## src/rtl/cc_speedlevels.sv

```systemverilog
// cc_speedlevels: classifies valid speed samples into bands 0..NLIMITS against
// programmable thresholds and commits a band change only after DEBOUNCE
// consecutive agreeing valid samples. Keeps the legacy active-low over-limit flag.
module cc_speedlevels #(
    parameter int unsigned DATAWIDTH = 28,
    parameter int unsigned NLIMITS   = 4,
    parameter int unsigned IDXW      = 2,
    parameter int unsigned LEVELW    = 3,
    parameter int unsigned DEBOUNCE  = 3
) (
    input  logic                 CC_SPEEDLEVELS_CLOCK_50,
    input  logic                 CC_SPEEDLEVELS_RESET_InHigh,
    input  logic [DATAWIDTH-1:0] CC_SPEEDLEVELS_data_InBUS,
    input  logic                 CC_SPEEDLEVELS_dataValid_InHigh,
    input  logic [DATAWIDTH-1:0] CC_SPEEDLEVELS_limit_InBUS,
    input  logic [IDXW-1:0]      CC_SPEEDLEVELS_limitIndex_InBUS,
    input  logic                 CC_SPEEDLEVELS_load_InLow,
    output logic [LEVELW-1:0]    CC_SPEEDLEVELS_level_OutBUS,
    output logic                 CC_SPEEDLEVELS_levelChange_OutHigh,
    output logic                 CC_SPEEDLEVELS_signal_OutLow
);

    localparam int unsigned CNTW = 4;

    typedef enum logic {
        ST_STABLE  = 1'b0,
        ST_PENDING = 1'b1
    } state_t;

    state_t              state_q, state_d;
    logic [LEVELW-1:0]   cand_q, cand_d;
    logic [CNTW-1:0]     cnt_q, cnt_d;
    logic [CNTW-1:0]     cnt_nxt;
    logic [LEVELW-1:0]   level_q, level_d;
    logic                chg_q, chg_d;
    logic                sig_q, sig_d;
    logic [DATAWIDTH-1:0] limit_q [NLIMITS];
    logic [DATAWIDTH-1:0] limit_d [NLIMITS];
    logic [LEVELW-1:0]   raw_c;

    // Raw band: number of registered thresholds the sample meets or exceeds
    always_comb begin
        raw_c = '0;
        for (int unsigned i = 0; i < NLIMITS; i++) begin
            if (CC_SPEEDLEVELS_data_InBUS >= limit_q[i]) begin
                raw_c = raw_c + LEVELW'(1);
            end
        end
    end

    // Threshold write port; out-of-range slots are silently dropped
    always_comb begin
        limit_d = limit_q;
        if (!CC_SPEEDLEVELS_load_InLow &&
            (32'(CC_SPEEDLEVELS_limitIndex_InBUS) < NLIMITS)) begin
            limit_d[CC_SPEEDLEVELS_limitIndex_InBUS] = CC_SPEEDLEVELS_limit_InBUS;
        end
    end

    // Debounce FSM: track a candidate band and commit after DEBOUNCE agreeing samples
    always_comb begin
        state_d = state_q;
        cand_d  = cand_q;
        cnt_d   = cnt_q;
        cnt_nxt = cnt_q;
        level_d = level_q;
        chg_d   = 1'b0;
        sig_d   = sig_q;
        if (CC_SPEEDLEVELS_dataValid_InHigh) begin
            if (raw_c == level_q) begin
                state_d = ST_STABLE;
                cnt_d   = '0;
            end else begin
                // Same candidate extends the run; anything else restarts it
                if ((state_q == ST_PENDING) && (raw_c == cand_q)) begin
                    cnt_nxt = cnt_q + CNTW'(1);
                end else begin
                    cnt_nxt = CNTW'(1);
                end
                cand_d = raw_c;
                if (cnt_nxt == CNTW'(DEBOUNCE)) begin
                    level_d = raw_c;
                    chg_d   = 1'b1;
                    sig_d   = (raw_c != LEVELW'(NLIMITS));
                    state_d = ST_STABLE;
                    cnt_d   = '0;
                end else begin
                    state_d = ST_PENDING;
                    cnt_d   = cnt_nxt;
                end
            end
        end
    end

    // State and output registers with synchronous reset
    always_ff @(posedge CC_SPEEDLEVELS_CLOCK_50) begin
        if (CC_SPEEDLEVELS_RESET_InHigh) begin
            state_q <= ST_STABLE;
            cand_q  <= '0;
            cnt_q   <= '0;
            level_q <= '0;
            chg_q   <= 1'b0;
            sig_q   <= 1'b1;
            for (int unsigned i = 0; i < NLIMITS; i++) begin
                limit_q[i] <= '1;
            end
        end else begin
            state_q <= state_d;
            cand_q  <= cand_d;
            cnt_q   <= cnt_d;
            level_q <= level_d;
            chg_q   <= chg_d;
            sig_q   <= sig_d;
            limit_q <= limit_d;
        end
    end

    assign CC_SPEEDLEVELS_level_OutBUS        = level_q;
    assign CC_SPEEDLEVELS_levelChange_OutHigh = chg_q;
    assign CC_SPEEDLEVELS_signal_OutLow       = sig_q;

endmodule

```

## config.mk

```make
export PLATFORM = sky130hd
export DESIGN_NAME = cc_speedlevels
export DESIGN_NICKNAME = d
export VERILOG_FILES = /design/src/rtl/cc_speedlevels.sv
export SDC_FILE = /design/constraint.sdc
export NUM_CORES = 1
export LEC_CHECK = 0
export ABC_AREA = 1
export CAP_MARGIN = 20
export CORE_ASPECT_RATIO = 1.25
export CORE_MARGIN = 4
export CORE_UTILIZATION = 38
export DETAILED_ROUTE_END_ITERATION = 10
export GPL_TIMING_DRIVEN = 1
export PLACE_DENSITY = 0.65
export RECOVER_POWER = 100
export SLEW_MARGIN = 30
export SYNTH_ARGS = -nofsm -noshare
export SYNTH_HDL_FRONTEND = slang
export SYNTH_SLANG_ARGS = --single-unit
```

## constraint.sdc

```tcl
create_clock -name CC_SPEEDLEVELS_CLOCK_50 -period 3.4 [get_ports CC_SPEEDLEVELS_CLOCK_50]
set_input_delay 0.34 -clock CC_SPEEDLEVELS_CLOCK_50 [delete_from_list [all_inputs] [get_ports CC_SPEEDLEVELS_CLOCK_50]]
set_output_delay 0.34 -clock CC_SPEEDLEVELS_CLOCK_50 [all_outputs]
set_load 0.01 [all_outputs]
```

# Word level (Yosys, flattened, before mapping)
# Index checks and enable logic that the tools add are counted.
[classes]
addsub = 4
n_lt_le_gt_ge = 6
n_eq_ne = 4
muxes = 15
n_bitwise = 3
reduce_logical = 5
[op_table]
columns = ["op", "n"]
rows = [
  ["$bwmux 112", 1],
  ["$ge 28x28->1", 4],
  ["$demux 28 s2", 1],
  ["$mux 28", 1],
  ["$mux 4", 5],
  ["$add 3x1->3 const B", 3],
  ["$mux 3", 3],
  ["$eq 3x3->1", 2],
  ["$add 4x1->4 const B", 1],
  ["$eq 4x2->1 const B", 1],
  ["$mux 1", 4],
  ["$ge 3x3->1 const B", 1],
  ["$lt 3x1->1 const B", 1],
  ["$ne 3x3->1 const B", 1],
  ["$not 2->3", 1],
  ["$reduce_and 3->1", 1],
  ["$reduce_or 3->1", 1],
  ["$logic_and 1x1->1", 2],
  ["$not 1->1", 2],
  ["$reduce_and 2->1", 1],
]
[totals]
regBits = 125

# Longest topological paths before layout
# Gate-level depths: netlist (run 1).
[depth]
depth_word = 16
ltp_mapped = 31

# Worst setup path after synthesis (run 1)
# Ideal clock, no wire load.
[synth_timing]
path_kind = "input-to-reg"
from = "in CC_SPEEDLEVELS_data_InBUS[7]"
to = "reg level_q[2], in the netlist CC_SPEEDLEVELS_level_OutBUS[2]"
setup_time_ns = 0.113
t_arrival_ns = 3.290
slack_ns = -0.003
cell_stages = 26
path_buffers = 0
path_cell_list = "ha_1 a21oi_1 o21ai_0 nand4_1 o2111ai_1 nand4_1 nand2_1 nand2_1 a21oi_1 a311oi_1 nand2_1 ha_1 inv_1 nand2_4 nand2_2 ha_1 a21boi_2 nand2_2 nand3_1 nand2_4 nor2_8 nand3_2 nor2_4 nand3_4 nor2_1 nor2_1"
[synth_via]
elab_chain_len = 15
[synth_lines]
columns = ["element", "line_no", "text"]
rows = [
  ["start, declared", "13", "input logic [DATAWIDTH-1:0] CC_SPEEDLEVELS_data_InBUS,"],
  ["$ge 28x28->1", "45", "if (CC_SPEEDLEVELS_data_InBUS >= limit_q[i]) begin"],
  ["$mux 1", "45", ""],
  ["$add 3x1->3", "46", "raw_c = raw_c + LEVELW'(1);"],
  ["$mux 3", "45", ""],
  ["$add 3x1->3", "46", ""],
  ["$mux 3", "45", ""],
  ["$add 3x1->3", "46", ""],
  ["$mux 3 (*)", "45", ""],
  ["$eq 3x3->1", "75", "if ((state_q == ST_PENDING) && (raw_c == cand_q)) begin"],
  ["$logic_and 1x1->1", "75", ""],
  ["$mux 4", "75", ""],
  ["$mux 4", "70", "if (raw_c == level_q) begin"],
  ["$mux 4", "69", "if (CC_SPEEDLEVELS_dataValid_InHigh) begin"],
  ["$eq 4x2->1", "81", "if (cnt_nxt == CNTW'(DEBOUNCE)) begin"],
  ["$reduce_and 3->1 (no line)", "--", ""],
  ["end signal, assigned", "111", "level_q <= level_d;"],
  ["end, declared", "34", "logic [LEVELW-1:0] level_q, level_d;"],
]
# Mark *: on every way between the ends. The rest lies on a longest branch, timed or not. The select of a mux whose other input is x is not followed.
# A chain may end at the register's enable or synchronous reset.

# Worst setup path after layout (run 1)
[layout_timing]
from = "reg limit_q[63] in the netlist's numbering"
to = "reg level_q[2], in the netlist CC_SPEEDLEVELS_level_OutBUS[2]"
[layout_via]
elab_chain_len = 13
[layout_lines]
columns = ["element", "line_no", "text"]
rows = [
  ["start, declared", "37", "logic [DATAWIDTH-1:0] limit_q [NLIMITS];"],
  ["start signal, assigned", "114", "limit_q <= limit_d;"],
  ["$ge 28x28->1 (*)", "45", ""],
  ["$mux 3 (*)", "45", ""],
  ["$add 3x1->3", "46", ""],
  ["$mux 3 (*)", "45", ""],
  ["$add 3x1->3", "46", ""],
  ["$mux 3 (*)", "45", ""],
  ["$eq 3x3->1", "75", ""],
  ["$logic_and 1x1->1", "75", ""],
  ["$mux 4", "75", ""],
  ["$mux 4", "70", ""],
  ["$mux 4", "69", ""],
  ["$eq 4x2->1", "81", ""],
  ["$reduce_and 3->1 (no line)", "--", ""],
]
# Marks and branches as above.

==> summary.md, run 1 <==
| Metric | Value |
|---|---|
| Layout cells sized above 1 | `17.3%` |
| H-tree depth | `4` |
| Crit path launch type | `flip-flop` |
| Critical path's slowest cell | `ha_4` |
| Post-synth top flop | `dfxtp_1` |
| Reg2reg setup slack | `-0.23 ns` |
| WP data required | `3.77 ns` |
| Largest net degree at the start of global routing | `57` |
| CORE AREA | `20000 sq um` |
| Worst-path maximum fanout | `6` |
| DIE HEIGHT | `167 um` |
| Via count | `7006` |
| Synth Instances | `1016` |
| EDFF count, synth | `0` |
| Arrival time at the worst endpoint | `4.00 ns` |
| DP Wirelength | `14.3 mm` |
| Distinct cells, synth | `39` |
| DR vias/cell | `4.91` |
| CTS Buf Count | `17` |
| First-pass GRT wire length | `32.5 mm` |
| Max Freq | `275 MHz` |
| Synth Area per Inst | `7.60 sq um` |
| Slew Viols, Final | `113` |
| Worst slew margin | `-55.8%` |
| Clk_skew | `0.00623 ns` |
| CTS tree | `built` |
| Crit Path Class | `flip-flop to flip-flop` |
| Fin crit share | `107%` |
| Ys async rst share | `0%` |
| Die W | `136 um` |
| Clock slew at reported path FFs | `0.06 ns` |
| Row Count | `58` |
| Tot GR Track Use | `17.8%` |
| Max stage delay on crit path | `0.33 ns` |
| Diodes inserted | `0` |
| Drt pass-1 iters | `5` |
| Min cycle time layout | `3.63 ns` |
| Detailed Route WL | `19.7 mm` |
| Max cap viols | `2` |
| CTS root buf | `clkbuf_16` |
| Fin nets | `1323` |
| Leakage power | `5.32 nW` |
| Register bit total from synthesis | `125` |
| Initial DRC Count | `342` |
| Initial antenna violation count | `0` |
| Commonest non-fill, non-tap cell in the layout | `nand2_1` |
| Most frequent cells in the layout | `nand2_1, inv_1, dfxtp_1, ha_1, o211ai_1` |
| I/O pins | `67` |
| Mapped cell area | `7730 sq um` |
| PD cells | `410 nW/um^2` |
| Clk_lat worst skew | `0.43 ns` |
| Vias in the first global route | `6757` |
| Final hold violations | `0` |
| Wire per inst | `13.8 um` |
| Setup ws final | `-0.232 ns` |
| Residual DRC | `0` |
| Setup TNS | `-2.00 ns` |
| Die ar. | `22700 sq um` |
| CP endpoint kind | `flip-flop` |
| Port Buf Inserts | `66` |
| Clock buffer depth | `2` |
| RSZ-0062 raised after global routing | `yes` |
| Net Count, Synth | `1196` |
| Clk sinks | `125` |
| Synthesis warning total | `0` |
| Total power | `4.11 mW` |
| Area Overhead vs Synth | `29.7%` |
| Final setup vio count | `13` |
| Final ANT Viol Nets | `0` |
| Status | `finished, violations left` |
| Starting density of the core | `38.6%` |
| Final RePlAce weighted congestion | `0.815` |
| Failing checks | `max-capacitance violations, max-slew violations, negative setup slack` |
| Hold Path Class | `flip-flop to flip-flop` |
| Worst slew pin tran | `2.34 ns` |
| Seq/Total Area, Yosys | `32.4%` |
| Total grt overflow | `0` |
| Maximum vdd drop | `339 uV` |
## synthesized netlist by cell type, types with 2 or more instances
library cell | instances | area, sq um
o211ai_1 | 82 | 616
ha_1 | 118 | 1480
nor2_4 | 4 | 45.0
nor2_2 | 4 | 25.0
nand3_4 | 2 | 35.0
o21ai_0 | 41 | 205
nand2_4 | 6 | 67.6
xor2_1 | 2 | 17.5
nand2_2 | 8 | 50.1
nor2_1 | 36 | 135
a21o_1 | 5 | 37.5
nand3_1 | 32 | 160
inv_1 | 169 | 634
nand3_2 | 7 | 70.1
nor3_1 | 4 | 20.0
nand3b_1 | 2 | 15.0
o21a_1 | 2 | 15.0
o2111ai_1 | 2 | 17.5
inv_2 | 5 | 18.8
a21oi_1 | 80 | 400
nand4_1 | 13 | 81.3
buf_2 | 2 | 10.0
clkbuf_1 | 33 | 124
dfxtp_1 | 125 | 2500
nand2_1 | 218 | 818
## flip-flops by register name, indices dropped and copies added, names as in the netlist
| name | flops |
|---|---|
| cnt_q | 4 |
| CC_SPEEDLEVELS_level_OutBUS | 3 |
| state_q | 1 |
| CC_SPEEDLEVELS_signal_OutLow | 1 |
| cand_q | 3 |
| limit_q | 112 |
| CC_SPEEDLEVELS_levelChange_OutHigh | 1 |
## power breakdown
group	switching, mW	leakage [nW]	total (mW)	internal [mW]
Sequential	0.0243	1.02	1.57	1.54
Combinational	0.445	4.02	0.808	0.363
Clock	0.680	0.273	1.73	1.05
## worst max-delay path: cells and delay by family (launching register included)
family	cells	cell delay, ns
AND/OR/NAND/NOR	18	1.66
AO/OA/AOI/OAI	6	0.81
adder cells (fa/ha/maj)	3	0.68
flip-flops	1	0.31
buffers and inverters	2	0.11
## through the flow
stage	util [%]	setup WS (ns)	hold WS [ns]	area, sq um	instances
after floorplan	-	0.0341	0.445	7740	1016
after global placement	45.6	-0.764	0.461	9130	1382
after detailed placement	45.6	-0.855	0.466	9130	1382
after CTS	49.2	-0.190	0.483	9850	1421
after global routing	50.0	-0.499	0.504	10000	1426
final	50.0	-0.232	0.477	10000	1426
## worst paths after layout
path	start	endpoint	depth (start not counted)
worst max-delay path	limit_q[63]	CC_SPEEDLEVELS_level_OutBUS[2]	29
worst min-delay path	CC_SPEEDLEVELS_signal_OutLow	CC_SPEEDLEVELS_signal_OutLow	2
worst max register to register	limit_q[63]	CC_SPEEDLEVELS_level_OutBUS[2]	29
worst min register to register	CC_SPEEDLEVELS_signal_OutLow	CC_SPEEDLEVELS_signal_OutLow	2
## routing by layer
layer	routed length, um	vias up	global-route usage (%)
met2	10200	102	31.8
li1	-	3627	-
met5	0	-	0
met4	461	0	6.93
met3	578	35	2.91
met1	8520	3242	21.1
## cells by family after synthesis
| family | share of synthesized area, % |
|---|---|
| xor+xnor | 0.340 |
| compound gates | 17.6 |
| fa+ha+maj | 19.1 |
| flops | 32.4 |
| buf+inv | 10.2 |
| simple gates | 20.3 |
## timing repair
action | in CTS | in global routing
buffers inserted | 7 | 5
resized for setup | 25 | 46
hold buffers | 0 | 0
pin swaps | 13 | 32
setup endpoints to repair | 13 | 13
## layout make-up
cell class              instances  area (sq um)
fillers                      1919         10000
multi-input cells             681          4680
flip-flops and latches        125          2510
repair buffers                143          1270
inverters                     175           659
clock buffers                  20           467
well taps                     270           338
clock inverters                12          95.1
Note: power is estimated with default switching activity, not from simulation.
==> run 2, diff against run 1 <==
--- a/config.mk
+++ b/config.mk
@@ -7,7 +7,7 @@
 export LEC_CHECK = 0
 export ABC_AREA = 1
 export CAP_MARGIN = 20
-export CORE_ASPECT_RATIO = 1.25
+export CORE_ASPECT_RATIO = 1.75
 export CORE_MARGIN = 4
 export CORE_UTILIZATION = 38
 export DETAILED_ROUTE_END_ITERATION = 10
==> summary.md, run 2 (synthesis results as in run 1) <==
| Metric | Value |
|---|---|
| I/O pins | `67 (unchanged)` |
| Final hold violations | `0 (unchanged)` |
| Clk_skew | `0.0129 ns (+0.00663 ns)` |
| Reg2reg path depth | `26 (-10%)` |
| Worst slew margin | `47.2% (+100 points)` |
| Row Count | `68 (+17%)` |
| Reg-to-reg endpoint | `cand_q[2]` |
| RSZ-0062 raised after global routing | `yes` |
| Die ar. | `22800 sq um (+0.34%)` |
| WP data required | `3.70 ns (-0.07 ns)` |
| Min cycle time layout | `3.73 ns (+0.0957 ns)` |
| Area taken by flip-flops and latches | `2510 sq um (-0.10%)` |
| R2R Path Start | `limit_q[61]` |
| Area Overhead vs Synth | `30.0%` |
| Final ANT Viol Nets | `0 (unchanged)` |
| Clk sinks | `125 (unchanged)` |
| Detailed Route WL | `20.7 mm (+5.2%)` |
| Clock slew at reported path FFs | `0.06 ns (about the same)` |
| Status | `finished, violations left` |
| DR vias/cell | `5.03 (+2.5%)` |
| Hold Path Sink | `state_q` |
| Reg2reg setup slack | `-0.27 ns (-0.04 ns)` |
| CTS Hold Bufs | `0 (unchanged)` |
| H-tree depth | `4 (unchanged)` |
| Setup ws final | `-0.328 ns (-0.0957 ns)` |
| CTS tree | `built` |
| Crit path launch type | `input pin` |
| FILL cells | `1957 (+2.0%)` |
| Commonest non-fill, non-tap cell in the layout | `nand2_1` |
| Worst-path maximum fanout | `7 (+1)` |
| Failing checks | `negative setup slack` |
| Via count | `7077 (+1.0%)` |
| Total grt overflow | `0 (unchanged)` |
| Fin crit share | `110% (+2.8 points)` |
| Drt pass-1 iters | `5 (unchanged)` |
| Fin nets | `1328 (+0.38%)` |
| Tot GR Track Use | `18.5% (+0.70 points)` |
| Max cap viols | `0 (-2)` |
| DIE HEIGHT | `197 um (+17%)` |
| Crit Path Class | `input pin to flip-flop` |
| Area of the multi-input gates | `4700 sq um (+0.40%)` |
| CTS Buf Count | `17 (unchanged)` |
| CP endpoint kind | `flip-flop` |
| CORE AREA | `19900 sq um (-0.60%)` |
| Residual DRC | `0 (unchanged)` |
| Most frequent cells in the layout | `nand2_1, inv_1, dfxtp_1, ha_1, o211ai_1` |
| Final RePlAce weighted congestion | `0.799 (-2.0%)` |
| Largest net degree at the start of global routing | `92 (+61%)` |
| Arrival time at the worst endpoint | `4.03 ns (+0.03 ns)` |
| Starting density of the core | `38.8% (+0.23 points)` |
| Wire per inst | `14.7 um (+6.7%)` |
| First-pass GRT wire length | `33.2 mm (+2.3%)` |
| PD cells | `406 nW/um^2 (-0.85%)` |
| Initial antenna violation count | `0 (unchanged)` |
| DP Wirelength | `15.1 mm (+5.5%)` |
| Port Buf Inserts | `66 (unchanged)` |
| Hold_sp | `state_q` |
| Diodes inserted | `0 (unchanged)` |
| Cell Area, Placed | `9160 sq um (+0.32%)` |
| Max Freq | `268 MHz (-2.6%)` |
| Top reg by flops | `limit_q` |
| Worst slew pin tran | `0.792 ns (-1.55 ns)` |
| Hold Path Class | `flip-flop to flip-flop` |
| Final instance area | `10000 sq um (+0.19%)` |
| Leakage power | `5.32 nW (about the same)` |
| Final setup vio count | `13 (unchanged)` |
| CTS root buf | `clkbuf_16` |
| Maximum vdd drop | `259 uV (-24%)` |
| Initial DRC Count | `307 (-10%)` |
| Slew Viols, Final | `0 (-100%)` |
| Dpl ws | `-0.837 ns (+0.0173 ns)` |
| Vias in the first global route | `7024 (+4.0%)` |
| Die W | `116 um (-15%)` |
| Largest regs | `limit_q: 112 flops, cnt_q: 4 flops` |
| Clock buffer depth | `2 (unchanged)` |
| Clk_lat worst skew | `0.43 ns (about the same)` |
| Max FFs per register | `112 (unchanged)` |
| Hold Crit Depth | `2 (unchanged)` |
| Layout cells sized above 1 | `17.5% (+0.18 points)` |
-- run 2: power by group --
group / switching [mW] / internal, mW
Clock: 0.734 / 0.941
Sequential: 0.0243 / 1.54
Combinational: 0.463 / 0.373
Total: 1.22 / 2.86
-- run 2: repair_timing --
item	4_1_cts	5_1_grt
endpoints found under the setup margin	13	13
cloned	0	0
gates resized for setup	14	51
buffers inserted	4	5
pin swaps	20	36
-- run 2: final cells by class --
cell class                      count  share of cell area, %
Sequential cell                   125                   25.0
Clock buffer                       18                   4.27
Clock inverter                     14                   1.12
Tap cell                          245                   3.05
Timing Repair Buffer              148                   13.2
Inverter                          175                   6.58
Multi-Input combinational cell    681                   46.8
-- run 2: worst max path at each step --
stage	from	to	slack [ns]	depth (start not counted)
finish	CC_SPEEDLEVELS_data_InBUS[13]	cand_q[2]	-0.33	20
global route	limit_q[59]	cand_q[2]	-0.48	26
CTS	limit_q[61]	CC_SPEEDLEVELS_level_OutBUS[2]	-0.36	26
detailed placement	CC_SPEEDLEVELS_data_InBUS[7]	CC_SPEEDLEVELS_level_OutBUS[1]	-0.84	29
global placement	CC_SPEEDLEVELS_data_InBUS[5]	CC_SPEEDLEVELS_level_OutBUS[2]	-0.73	28
floorplan	CC_SPEEDLEVELS_data_InBUS[7]	cnt_q[3]	0.03	27
-- run 2: through the flow --
step	setup TNS (ns)	hold WS, ns	power [mW]	util (%)	instances
final	-3.45	0.467	4.08	50.4	1406
after global routing	-5.55	0.502	4.27	50.4	1406
after CTS	-3.98	0.471	4.07	49.2	1401
after detailed placement	-10.29	0.463	2.36	46.0	1365
after global placement	-9.12	0.461	2.34	46.0	1365
after floorplan	0	0.445	2.02	-	1016
-- run 2: routing by layer --
layer / GRT usage, % / vias to the layer above / share of wire, %
met5: 0 / - / 0
met4: 9.03 / 0 / 4.1
met3: 3.13 / 49 / 2.6
met2: 35.2 / 112 / 55
met1: 18.9 / 3276 / 38
li1: - / 3640 / -
-- run 2: critical path, cell delays in order --
cell and delay (ns):
clkdlybuf4s50_1 0.50, ha_1 0.34, nand4_1 0.29, nor4_4 0.35
nand4_1 0.13, and3_4 0.21, buf_4 0.13, ha_1 0.18
a21oi_2 0.19, ha_4 0.16, a21boi_2 0.16, nand2_2 0.09
nand2_4 0.11, xor2_2 0.18, inv_2 0.08, buf_6 0.12
nand2_2 0.07, nand2_2 0.10, o21ai_0 0.21, a21oi_1 0.07
==> run 3, diff against run 2 <==
--- a/config.mk
+++ b/config.mk
@@ -14,7 +14,7 @@
 export GPL_TIMING_DRIVEN = 1
 export PLACE_DENSITY = 0.65
 export RECOVER_POWER = 100
-export SLEW_MARGIN = 30
+export SLEW_MARGIN = 20
 export SYNTH_ARGS = -nofsm -noshare
 export SYNTH_HDL_FRONTEND = slang
 export SYNTH_SLANG_ARGS = --single-unit
==> summary.md, run 3 (synthesis results as in run 1) <==
| Metric | Value |
|---|---|
| Residual DRC | `0 (unchanged)` |
| Top reg by flops | `limit_q` |
| Largest net degree at the start of global routing | `92 (unchanged)` |
| Max FFs per register | `112 (unchanged)` |
| RSZ-0062 raised after global routing | `yes` |
| Tot GR Track Use | `18.5% (unchanged)` |
| First-pass GRT wire length | `33.2 mm (unchanged)` |
| WP data required | `3.70 ns (about the same)` |
| Starting density of the core | `38.8% (unchanged)` |
| Clk_skew | `0.0129 ns (+0.00000300 ns)` |
| Port Buf Inserts | `66 (unchanged)` |
| Slew Viols, Final | `0 (unchanged)` |
| Final instance area | `10000 sq um (about the same)` |
| DP Wirelength | `15.1 mm (unchanged)` |
| Max Freq | `268 MHz (about the same)` |
| Crit path launch type | `input pin` |
| Most frequent cells in the layout | `nand2_1, inv_1, dfxtp_1, ha_1, o211ai_1` |
| Clock buffer depth | `2 (unchanged)` |
| Hold Path Class | `flip-flop to flip-flop` |
| Initial DRC Count | `307 (unchanged)` |
| Vias in the first global route | `7024 (unchanged)` |
| Via count | `7080 (+0.042%)` |
| Layout cells sized above 1 | `17.5% (unchanged)` |
| Detailed Route WL | `20.7 mm (about the same)` |
| Die W | `116 um (unchanged)` |
| CTS root buf | `clkbuf_16` |
| Drt pass-1 iters | `4 (-1)` |
| Maximum vdd drop | `259 uV (about the same)` |
| Arrival time at the worst endpoint | `4.03 ns (about the same)` |
| Die ar. | `22800 sq um (unchanged)` |
| DIE HEIGHT | `197 um (unchanged)` |
| Critical path's slowest cell | `clkdlybuf4s50_1` |
| Area Overhead vs Synth | `29.9% (about the same)` |
| Worst-path maximum fanout | `7 (unchanged)` |
| Total grt overflow | `0 (unchanged)` |
| PD cells | `406 nW/um^2 (about the same)` |
| Hold_sp | `state_q` |
| FILL cells | `1956 (-0.051%)` |
| Final hold slack | `0.467 ns (+0.00000100 ns)` |
| CORE AREA | `19900 sq um (unchanged)` |
| Setup ws final | `-0.328 ns (+0.000222 ns)` |
| Wire per inst | `14.7 um (about the same)` |
| Worst slew pin tran | `0.993 ns (+0.201 ns)` |
| CTS Buf Count | `17 (unchanged)` |
| Largest regs | `limit_q: 112 flops, cnt_q: 4 flops` |
| Status | `finished, violations left` |
| Max stage delay on crit path | `0.50 ns (about the same)` |
| CP endpoint kind | `flip-flop` |
| Fin nets | `1328 (unchanged)` |
| Leakage power | `5.32 nW (about the same)` |
| Initial antenna violation count | `0 (unchanged)` |
| Min cycle time layout | `3.73 ns (-0.000222 ns)` |
| Final hold violations | `0 (unchanged)` |
| Cell Area, Placed | `9160 sq um (unchanged)` |
| Final RePlAce weighted congestion | `0.799 (unchanged)` |
| Final setup vio count | `13 (unchanged)` |
| Reg2reg setup slack | `-0.27 ns (about the same)` |
| DR vias/cell | `5.04 (about the same)` |
| Hold Path Sink | `state_q` |
| Diodes inserted | `0 (unchanged)` |
| Final ANT Viol Nets | `0 (unchanged)` |
| Worst slew margin | `33.7% (-13 points)` |
| Row Count | `68 (unchanged)` |
| I/O pins | `67 (unchanged)` |
| Most used cell, CP | `nand2_2` |
| Crit Path Class | `input pin to flip-flop` |
| Reg-to-reg endpoint | `cand_q[2]` |
| Failing checks | `negative setup slack` |
| Worst-path cell chain | `clkdlybuf4s50_1 -> ha_1 -> nand4_1 -> nor4_4 -> nand4_1 -> and3_4 -> buf_4 -> ha_1 -> a21oi_2 -> ha_4 -> a21boi_2 -> nand2_2 -> nand2_4 -> xor2_2 -> inv_2 -> buf_6 -> nand2_2 -> nand2_2 -> o21ai_0 -> a21oi_1` |
| Reg2reg path depth | `26 (unchanged)` |
| H-tree depth | `4 (unchanged)` |
| Hold Crit Depth | `2 (unchanged)` |
| Fin crit share | `110% (about the same)` |
| Commonest non-fill, non-tap cell in the layout | `nand2_1` |
| CTS tree | `built` |
| R2R Path Start | `limit_q[61]` |
| Dpl ws | `-0.837 ns (unchanged)` |
| Clk sinks | `125 (unchanged)` |
| CP startpoint | `CC_SPEEDLEVELS_data_InBUS[13]` |
| Max cap viols | `0 (unchanged)` |
| Clock slew at reported path FFs | `0.06 ns (about the same)` |
| Clk_lat worst skew | `0.43 ns (about the same)` |
## run 3: cell types whose count changed in the layout (fill, tap and decap cells not counted)
cell / before / now
clkinv_2: 2 / 1
inv_2: 12 / 13
## run 3: critical path: cells and delay by family
family	cells	cell delay, ns
simple gates	8	1.35
fa+ha+maj	3	0.68
compound gates	4	0.63
xor+xnor	1	0.18
buf+inv	4	0.83
## run 3: routing by layer
metal,GRT usage [%],up-vias,wire length (um)
met5,0,-,0
li1,-,3639,-
met2,35.2,112,11400
met4,9.03,0,855
met3,3.13,49,512
met1,18.9,3280,8000
## run 3: report_power, final
part / internal [mW] / switching [mW]
sequential: 1.54 / 0.0244
clock: 0.941 / 0.734
combinational: 0.373 / 0.463
## run 3: worst max-delay path by stage
| stage | to | slack [ns] | cells after the start |
|---|---|---|---|
| 2_1_floorplan | cnt_q[3] | 0.03 | 27 |
| 3_3_place_gp | CC_SPEEDLEVELS_level_OutBUS[2] | -0.73 | 28 |
| 3_5_place_dp | CC_SPEEDLEVELS_level_OutBUS[1] | -0.84 | 29 |
| 4_1_cts | CC_SPEEDLEVELS_level_OutBUS[2] | -0.36 | 26 |
| 5_1_grt | cand_q[2] | -0.48 | 26 |
| 6_report | cand_q[2] | -0.33 | 20 |
## run 3: through the flow
step                TNS, ns  power (mW)  utilization [%]  std cells
global placement      -9.12        2.34             46.0       1365
detailed placement   -10.29        2.36             46.0       1365
floorplan                 0        2.02                -       1016
finish                -3.45        4.08             50.4       1406
global route          -5.55        4.27             50.4       1406
CTS                   -3.98        4.07             49.2       1401
## run 3: final cells by class
class / instances / area (sq um) / area share [%]
multi-input cells: 681 / 4700 / 46.8
clock inverters: 14 / 113 / 1.12
repair buffers: 148 / 1320 / 13.2
flip-flops and latches: 125 / 2510 / 25.0
well taps: 245 / 307 / 3.05
clock buffers: 18 / 429 / 4.27
inverters: 175 / 659 / 6.57
## run 3: what timing repair did
item / in CTS / in global routing
pin swaps: 20 / 36
resized for setup: 14 / 51
setup buffers: 4 / 5
endpoints found under the setup margin: 13 / 13
hold buffers: 0 / 0
